File: src/rtl/fetch_unit.sv
// Instruction-fetch stage: PC ownership, registered valid/ready output to decode,
// jump/branch/call/ret redirects with a circular return-address stack, halt detection.
module fetch_unit #(
  parameter int                PC_W      = 16,
  parameter int                INSN_W    = 16,
  parameter int                JADDR_W   = 13,
  parameter int                IMM_W     = 7,
  parameter int                RAS_DEPTH = 4,
  parameter logic [PC_W-1:0]   RESET_PC  = '0,
  parameter logic [INSN_W-1:0] HALT_WORD = '1
) (
  input  logic               clk,
  input  logic               rst,
  output logic [PC_W-1:0]    imem_addr,
  input  logic [INSN_W-1:0]  imem_data,
  output logic               out_valid,
  input  logic               out_ready,
  output logic [INSN_W-1:0]  out_insn,
  output logic [PC_W-1:0]    out_pc,
  input  logic               jump,
  input  logic [JADDR_W-1:0] jump_addr,
  input  logic               branch,
  input  logic               branch_taken,
  input  logic [IMM_W-1:0]   branch_imm,
  input  logic               call,
  input  logic               ret,
  output logic               halted,
  output logic               ras_err
);

  // state   | meaning
  // S_RUN   | fetching, PC advances on each load
  // S_HALT  | halt word seen; PC and RAS frozen until reset
  typedef enum logic {S_RUN = 1'b0, S_HALT = 1'b1} state_t;

  localparam int PTR_W = (RAS_DEPTH > 1) ? $clog2(RAS_DEPTH) : 1;
  localparam int CNT_W = $clog2(RAS_DEPTH + 1);

  state_t            state, state_nxt;
  logic [PC_W-1:0]   pc;
  logic [PC_W-1:0]   ras [RAS_DEPTH];
  logic [PTR_W-1:0]  sp, sp_prev, sp_next;
  logic [CNT_W-1:0]  cnt;
  logic              in_run, acc, ras_empty, ras_full;
  logic              do_ret, do_call, do_jump, do_br, redirect, ld, halt_hit;
  logic [PC_W-1:0]   redirect_pc;

  assign imem_addr = pc;
  assign in_run    = (state == S_RUN);
  assign acc       = out_valid & out_ready;
  assign ras_empty = (cnt == '0);
  assign ras_full  = (cnt == CNT_W'(RAS_DEPTH));
  assign sp_prev   = (sp == '0) ? PTR_W'(RAS_DEPTH - 1) : sp - PTR_W'(1);
  assign sp_next   = (sp == PTR_W'(RAS_DEPTH - 1)) ? '0 : sp + PTR_W'(1);

  // Redirect priority: ret > call > jump > taken branch.
  assign do_ret   = in_run & acc & ret;
  assign do_call  = in_run & acc & call & ~ret;
  assign do_jump  = in_run & acc & jump & ~ret & ~call;
  assign do_br    = in_run & acc & branch & branch_taken & ~ret & ~call & ~jump;
  assign redirect = do_ret | do_call | do_jump | do_br;
  assign ld       = in_run & (~out_valid | acc) & ~redirect;
  assign halt_hit = ld & (imem_data == HALT_WORD);

  always_comb begin
    redirect_pc = pc;
    if (do_ret)
      redirect_pc = ras_empty ? RESET_PC : ras[sp_prev];
    else if (do_call || do_jump)
      redirect_pc = PC_W'(jump_addr);
    else if (do_br)
      redirect_pc = PC_W'(branch_imm);
  end

  always_ff @(posedge clk or posedge rst) begin
    if (rst) state <= S_RUN;
    else     state <= state_nxt;
  end

  always_comb begin
    state_nxt = state;
    if (state == S_RUN && halt_hit) state_nxt = S_HALT;
  end

  always_comb begin
    halted = (state == S_HALT);
  end

  always_ff @(posedge clk or posedge rst) begin
    if (rst) begin
      pc        <= RESET_PC;
      out_valid <= 1'b0;
      out_insn  <= '0;
      out_pc    <= '0;
      sp        <= '0;
      cnt       <= '0;
      ras_err   <= 1'b0;
    end else if (redirect) begin
      pc        <= redirect_pc;
      out_valid <= 1'b0;
      if (do_ret) begin
        if (ras_empty) begin
          ras_err <= 1'b1;
        end else begin
          sp  <= sp_prev;
          cnt <= cnt - CNT_W'(1);
        end
      end
      if (do_call) begin
        sp <= sp_next;
        if (!ras_full) cnt <= cnt + CNT_W'(1);
      end
    end else if (ld) begin
      if (halt_hit) begin
        out_valid <= 1'b0;
      end else begin
        out_insn  <= imem_data;
        out_pc    <= pc;
        out_valid <= 1'b1;
        pc        <= pc + PC_W'(1);
      end
    end else if (acc) begin
      out_valid <= 1'b0;
    end
  end

  // Stack storage needs no reset; cnt alone says which entries are live.
  always_ff @(posedge clk) begin
    if (do_call) ras[sp] <= out_pc + PC_W'(1);
  end

endmodule

File: config.mk
export PLATFORM = sky130hd
export DESIGN_NAME = fetch_unit
export DESIGN_NICKNAME = d
export VERILOG_FILES = /design/src/rtl/fetch_unit.sv
export SDC_FILE = /design/constraint.sdc
export NUM_CORES = 1
export LEC_CHECK = 0
export BUFFER_PORTS_ARGS = -buffer_cell sky130_fd_sc_hd__buf_2
export CORE_AREA = 2 2 143 75
export DETAILED_ROUTE_END_ITERATION = 8
export DIE_AREA = 0 0 145 77
export GPL_TIMING_DRIVEN = 0
export PLACE_DENSITY = 0.78
export SLEW_MARGIN = 20
export SYNTH_ARGS = -nofsm -noshare
export SYNTH_HDL_FRONTEND = slang
export SYNTH_SLANG_ARGS = --single-unit
File: constraint.sdc
create_clock -name clk -period 2.6 [get_ports clk]
set_input_delay 0.39 -clock clk [delete_from_list [all_inputs] [get_ports clk]]
set_output_delay 0.39 -clock clk [all_outputs]
set_load 0.05 [all_outputs]
==> run summary, run 1 <==
Outcome: complete, no violations
Number of global-route vias before repair: 4,258
Core ar.: 0.00992 mm^2
Post-Synthesis Cells: 452
CP max FO: 16
Worst r2r src: halted$_DFFE_PP0P_
RD Place Congestion: 0.827
Maxcap violations: 0
R2R cell count: 3
Final layout net count: 616
First-pass GRT wire length: 23.3 mm
Post-synth top flop: edfxtp_1
Largest net degree at the start of global routing: 57
Post-DP Area: 0.00612 mm^2
Routed Antenna Nets: 0
Synth Area in XOR/XNOR: 0.0240
Clock Skew: 0.00903 ns
GRT Overall Usage: 0.279
Worst hold slack: 0.103 ns
Sw Share: 0.441
DRT Pass-1 Iters: 6
Area fraction in compound gates after synthesis: 0.110
Rows: 26
Die Width: 145 um
Worst-Skew Late Latency: 0.43 ns
IO buf count: 93
Setup slack, reg-to-reg: 0.14 ns
Starting Density: 0.552
Critical path data required time: 2.64 ns
Comb power frac: 0.421
Final setup viols: 0
CP endpoint kind: register
Power per cell area: 1420 mW/mm^2
Post-DP HPWL: 10.1 mm
Critical path type: reg -> reg
WL per Instance: 20.7 um
Ys Warns: 0
End point of the critical path: ras[0][9]$_DFFE_PP_
Setup TNS: 0 ns
Share of layout cells above drive strength 1: 0.271
Final Critical Period: 2.46 ns
Slew margin rel.: 0.295
Crit share post-route: 0.945
Cts hold-fix bufs: 0
Synth async-reset ratio: 0.467
#FFs+latches synth: 120
Psw: 4.23 mW
Initial antenna violation count: 0
Critical path startpoint: halted$_DFFE_PP0P_
Design area: 0.00676 mm^2
Adder-cell share of the synthesized area: 0.0205
Die ar.: 0.0112 mm^2
Via count: 4,346
Max-slew violation count: 0
CTS tree: yes
Hold crit path type: in -> async
Drt via density: 6.07
VDD IR max: 815 uV
Number of synthesized flops with an enable pin: 64
Mapped Avg Cell Area: 12.1 um^2
Starting DRT DRC Count: 417
Io pins: 95
RR Endpoint: ras[0][9]$_DFFE_PP_
Highest Clock Rate: 407 MHz
Leak: 2.94 nW
Synthesized area: 0.00548 mm^2
Clk sink count: 120
Post-synthesis net count: 505
Sequential share of power: 0.323
Largest family of logic cells by synthesized area: simple AND/OR/NAND/NOR gates
Root buffer selected by CTS: clkbuf_16
Final WL: 14.8 mm
Mux cell area share after synthesis: 0.0694
Post-Synth Simple-Gate Area: 0.144
Clock Tree Buf Depth: 2
Core Util, Final: 0.682
Pwr Total: 9.57 mW
Grt total ovfl: 0
DRC Markers: 0
Worst EP arrival: 2.50 ns
Clock H-tree levels: 4
Fin. Hold Viols: 0
Part of the Yosys area used for sequential elements: 0.606
Diode count: 0
Netlist cell types: 57
Die Ht: 77 um
Internal power: 5.35 mW
Critical path startpoint category: register
Clock network power share: 0.256
Reg clk slew, reported paths: 0.06 ns
Slew at the pin closest to its max-slew limit: 1.06 ns
TritonCTS Buffers: 17
RSZ-0062 raised after global routing: false
Area growth from synthesis to layout: 23.4%
## kinds of logic after synthesis
kind of cell | after synthesis
and+or+nand+nor | 177
AOI/OAI and AO/OA | 81
xor gates and xnor gates | 15
muxes | 18
DFF | 120
adders and majority gates | 9
buffers and inverters | 32
## registers in the layout, summed over array words and instances (netlist names)
name / count
ras_err: 1
imem_addr: 16
cnt: 3
sp: 2
halted: 1
out_valid: 1
out_pc: 16
ras: 64
out_insn: 16
## per-stage QoR
step,setup slack (ns),cells
2_1_floorplan,0.262,452
3_3_place_gp,-0.232,685
5_1_grt,0.00264,716
4_1_cts,0.0619,717
3_5_place_dp,-0.258,685
6_report,0.142,716
## per-layer routing
metal	vias up	global-route usage	share of wire
met5	-	0	0
met4	0	0.0693	0.014
met3	29	0.0982	0.10
met2	258	0.411	0.45
met1	2165	0.401	0.44
li1	1894	-	-
## synthesized netlist by cell type, types with 3 or more instances
master	instances	area, um^2
buf_2	3	15.0
a221oi_1	3	26.3
o211a_1	5	50.1
nor2_1	18	67.6
xnor2_1	11	96.3
a22oi_1	5	37.5
a21boi_0	4	30.0
ha_1	9	113
nand3_1	12	60.1
a211oi_1	3	22.5
edfxtp_1	64	1920
inv_1	12	45.0
o211ai_1	6	45.0
mux4_2	16	360
a21o_1	3	22.5
xor2_1	4	35.0
dfrtp_1	56	1400
and2_1	3	18.8
clkbuf_1	13	48.8
nand2_1	108	405
nor4_1	3	18.8
o21ai_0	15	75.1
a21oi_1	12	60.1
a31oi_1	3	18.8
nand4_1	9	56.3
or3_1	3	18.8
and3_1	8	50.1
## worst min-delay path by stage
stage,from,cells past startpoint,end
final,rst,2,out_pc[2]$_DFFE_PP0P_
after global routing,rst,2,out_insn[14]$_DFFE_PP0P_
after CTS,rst,2,out_pc[2]$_DFFE_PP0P_
after detailed placement,out_insn[9]$_DFFE_PP0P_,2,out_insn[9]$_DFFE_PP0P_
after global placement,out_insn[4]$_DFFE_PP0P_,2,out_insn[4]$_DFFE_PP0P_
after floorplan,cnt[2]$_DFFE_PP0N_,1,cnt[2]$_DFFE_PP0N_
## layout by cell type (no fill, tap or decap), drive strengths merged, types with 5 or more instances in the layout
cell type / count
a21oi: 12
a22oi: 5
and3: 8
buf: 100
clkbuf: 30
clkinv: 5
dfrtp: 56
edfxtp: 64
ha: 9
inv: 14
mux4: 16
nand2: 108
nand3: 12
nand4: 9
nor2: 18
o211a: 5
o211ai: 6
o21ai: 16
xnor2: 11
## critical path, cell delays in order (launching register included)
cell and delay (ns):
dfrtp_1 0.46, nor4bb_1 0.33, clkbuf_1 0.35, and3_1 0.92
## power by group through the flow
stage / Sequential, mW / Clock [mW] / Combinational (mW)
floorplan: 4.26 / 0 / 1.67
global placement: 3.08 / 0 / 3.85
global route: 3.15 / 2.54 / 4.31
detailed placement: 3.11 / 0 / 3.94
CTS: 3.07 / 2.46 / 4.00
finish: 3.09 / 2.45 / 4.03
## area by class of cell
class                   instances  area (um^2)
flip-flops and latches        120         3320
fillers                       747         3160
multi-input cells             300         2030
repair buffers                 93          465
clock buffers                  18          439
well taps                     140          175
clock inverters                14          173
plain buffers                  19          108
inverters                      12         47.5
## what timing repair did
item / CTS / global route
buffers inserted: 0 / 0
gates resized for setup: 6 / 7
setup endpoints to repair: 12 / 15
pin swaps: 0 / 0
hold endpoints to repair: 0 / 0
Power figures use the tool's default switching activity.
==> run 2: changes to the inputs <==
Settings changed: MAX_ROUTING_LAYER set to met4, RECOVER_POWER set to 25.
==> run summary, run 2 (synthesized netlist as in run 1, its figures left out) <==
Outcome: complete, but fails checks
Failing checks: max-capacitance violations, max-slew violations
Fin. Hold Viols: 0
Maxcap violations: 1
WL per Instance: 20.7 um
Worst EP arrival: 2.49 ns
RD Place Congestion: 0.840
Critical path data required time: 2.64 ns
IO buf count: 93
Slew at the pin closest to its max-slew limit: 2.25 ns
DRT Pass-1 Iters: 6
Most frequent cells in the layout: 108 x nand2_1, 94 x buf_2, 64 x edfxtp_1
Final layout net count: 616
Max-slew violation count: 57
Psw: 4.22 mW
CP max FO: 16
Via count: 4,340
Diode count: 0
Highest Clock Rate: 407 MHz
Die Ht: 77 um
GRT Overall Usage: 0.288
Critical path startpoint category: register
Clock Tree Buf Depth: 2
Post-CTS Repair Setup Buffers: 0
Busiest layer in global routing: met2
Hold crit path type: in -> reg
Max reg flops: 64
Final setup viols: 0
Final non-filler cell total: 716
Rows: 26
Crit share post-route: 0.944
Clk sink count: 120
Met1 GRT Util: 0.405
Worst-Skew Late Latency: 0.43 ns
VDD IR max: 815 uV
Area growth from synthesis to layout: 23.4%
DRC Markers: 0
Design area: 0.00676 mm^2
Most common cell after layout, fill and taps aside: nand2_1
Share of layout cells above drive strength 1: 0.267
Comb power frac: 0.421
Internal power: 5.35 mW
Root buffer selected by CTS: clkbuf_16
Drt via density: 6.06
Sw Share: 0.441
CTS tree: yes
Reg clk slew, reported paths: 0.06 ns
Clock Skew: 0.0107 ns
Starting DRT DRC Count: 425
Critical path type: reg -> reg
Number of global-route vias before repair: 4,262
CP endpoint kind: register
Power per cell area: 1410 mW/mm^2
TritonCTS Buffers: 17
Post-DP HPWL: 10.1 mm
Sequential share of power: 0.323
M2 GR Usage: 0.411
Clock H-tree levels: 4
Cts hold-fix bufs: 0
Grt total ovfl: 0
Die ar.: 0.0112 mm^2
Final WL: 14.8 mm
Slew margin rel.: -0.503
Initial antenna violation count: 0
Post-DP Area: 0.00612 mm^2
First-pass GRT wire length: 23.3 mm
Final Critical Period: 2.45 ns
Clock network power share: 0.256
Most flops, register: ras
Routed Antenna Nets: 0
Core ar.: 0.00992 mm^2
Die Width: 145 um
Io pins: 95
Largest net degree at the start of global routing: 57
Leak: 2.93 nW
Starting Density: 0.552
Setup TNS: 0 ns
GR Util met3: 0.102
# placed instances: 685
run 2: changes by cell type in the layout (fill, tap and decap cells not counted):
cell and change:
clkbuf_1 +1, inv_4 -1, buf_2 -1, inv_1 +1
run 2: path summary, 6_finish.rpt:
kind / start / endpoint / slack, ns / cells after the start
worst min-delay path: imem_data[6] / out_insn[6]$_DFFE_PP0P_ / 0.18 / 3
worst max register to register: halted$_DFFE_PP0P_ / ras[0][9]$_DFFE_PP_ / 0.15 / 3
worst min register to register: ras_err$_DFFE_PP0P_ / ras_err$_DFFE_PP0P_ / 0.48 / 1
max in group asynchronous: rst / out_pc[13]$_DFFE_PP0P_ / 0.57 / 2
min in group asynchronous: rst / out_pc[2]$_DFFE_PP0P_ / 0.73 / 2
worst max-delay path: halted$_DFFE_PP0P_ / ras[0][9]$_DFFE_PP_ / 0.15 / 3
run 2: routing by layer:
layer  up-vias  routed length [um]
met5         -                   0
met4         0                 182
met3        27                1560
met2       253                6630
met1      2161                6470
li1       1899                   -
run 2: layout make-up:
type,instances,area (um^2)
Sequential cell,120,3320
Fill cell,749,3160
Multi-Input combinational cell,300,2030
Timing Repair Buffer,93,464
Clock buffer,18,439
Tap cell,140,175
Clock inverter,14,173
Buffer,19,108
Inverter,12,45.0
run 2: worst max-delay path, stage by stage, from the launching register on:
cell,delay [ns]
dfrtp_1,0.46
nor4bb_1,0.32
clkbuf_1,0.35
and3_1,0.93
run 2: stage by stage:
step           utilization  setup slack (ns)  hold slack, ns  total power, mW
2_1_floorplan            -             0.262           0.476             5.93
3_3_place_gp         0.617            -0.232           0.454             6.92
3_5_place_dp         0.617            -0.258           0.467             7.05
4_1_cts              0.680            0.0619           0.125             9.53
5_1_grt              0.681          -0.00402           0.179             10.0
6_report             0.681             0.146           0.179             9.56
run 2: power groups by stage:
stage                     clock [mW]  sequential [mW]  combinational (mW)
final                           2.44             3.09                4.03
after global routing            2.55             3.16                4.31
after CTS                       2.46             3.07                4.00
after detailed placement           0             3.11                3.94
after global placement             0             3.08                3.85
after floorplan                    0             4.26                1.67
run 2: repair_timing:
action	in CTS	in global routing
endpoints found under the setup margin	12	15
gates resized for setup	6	7
pin swaps	0	0
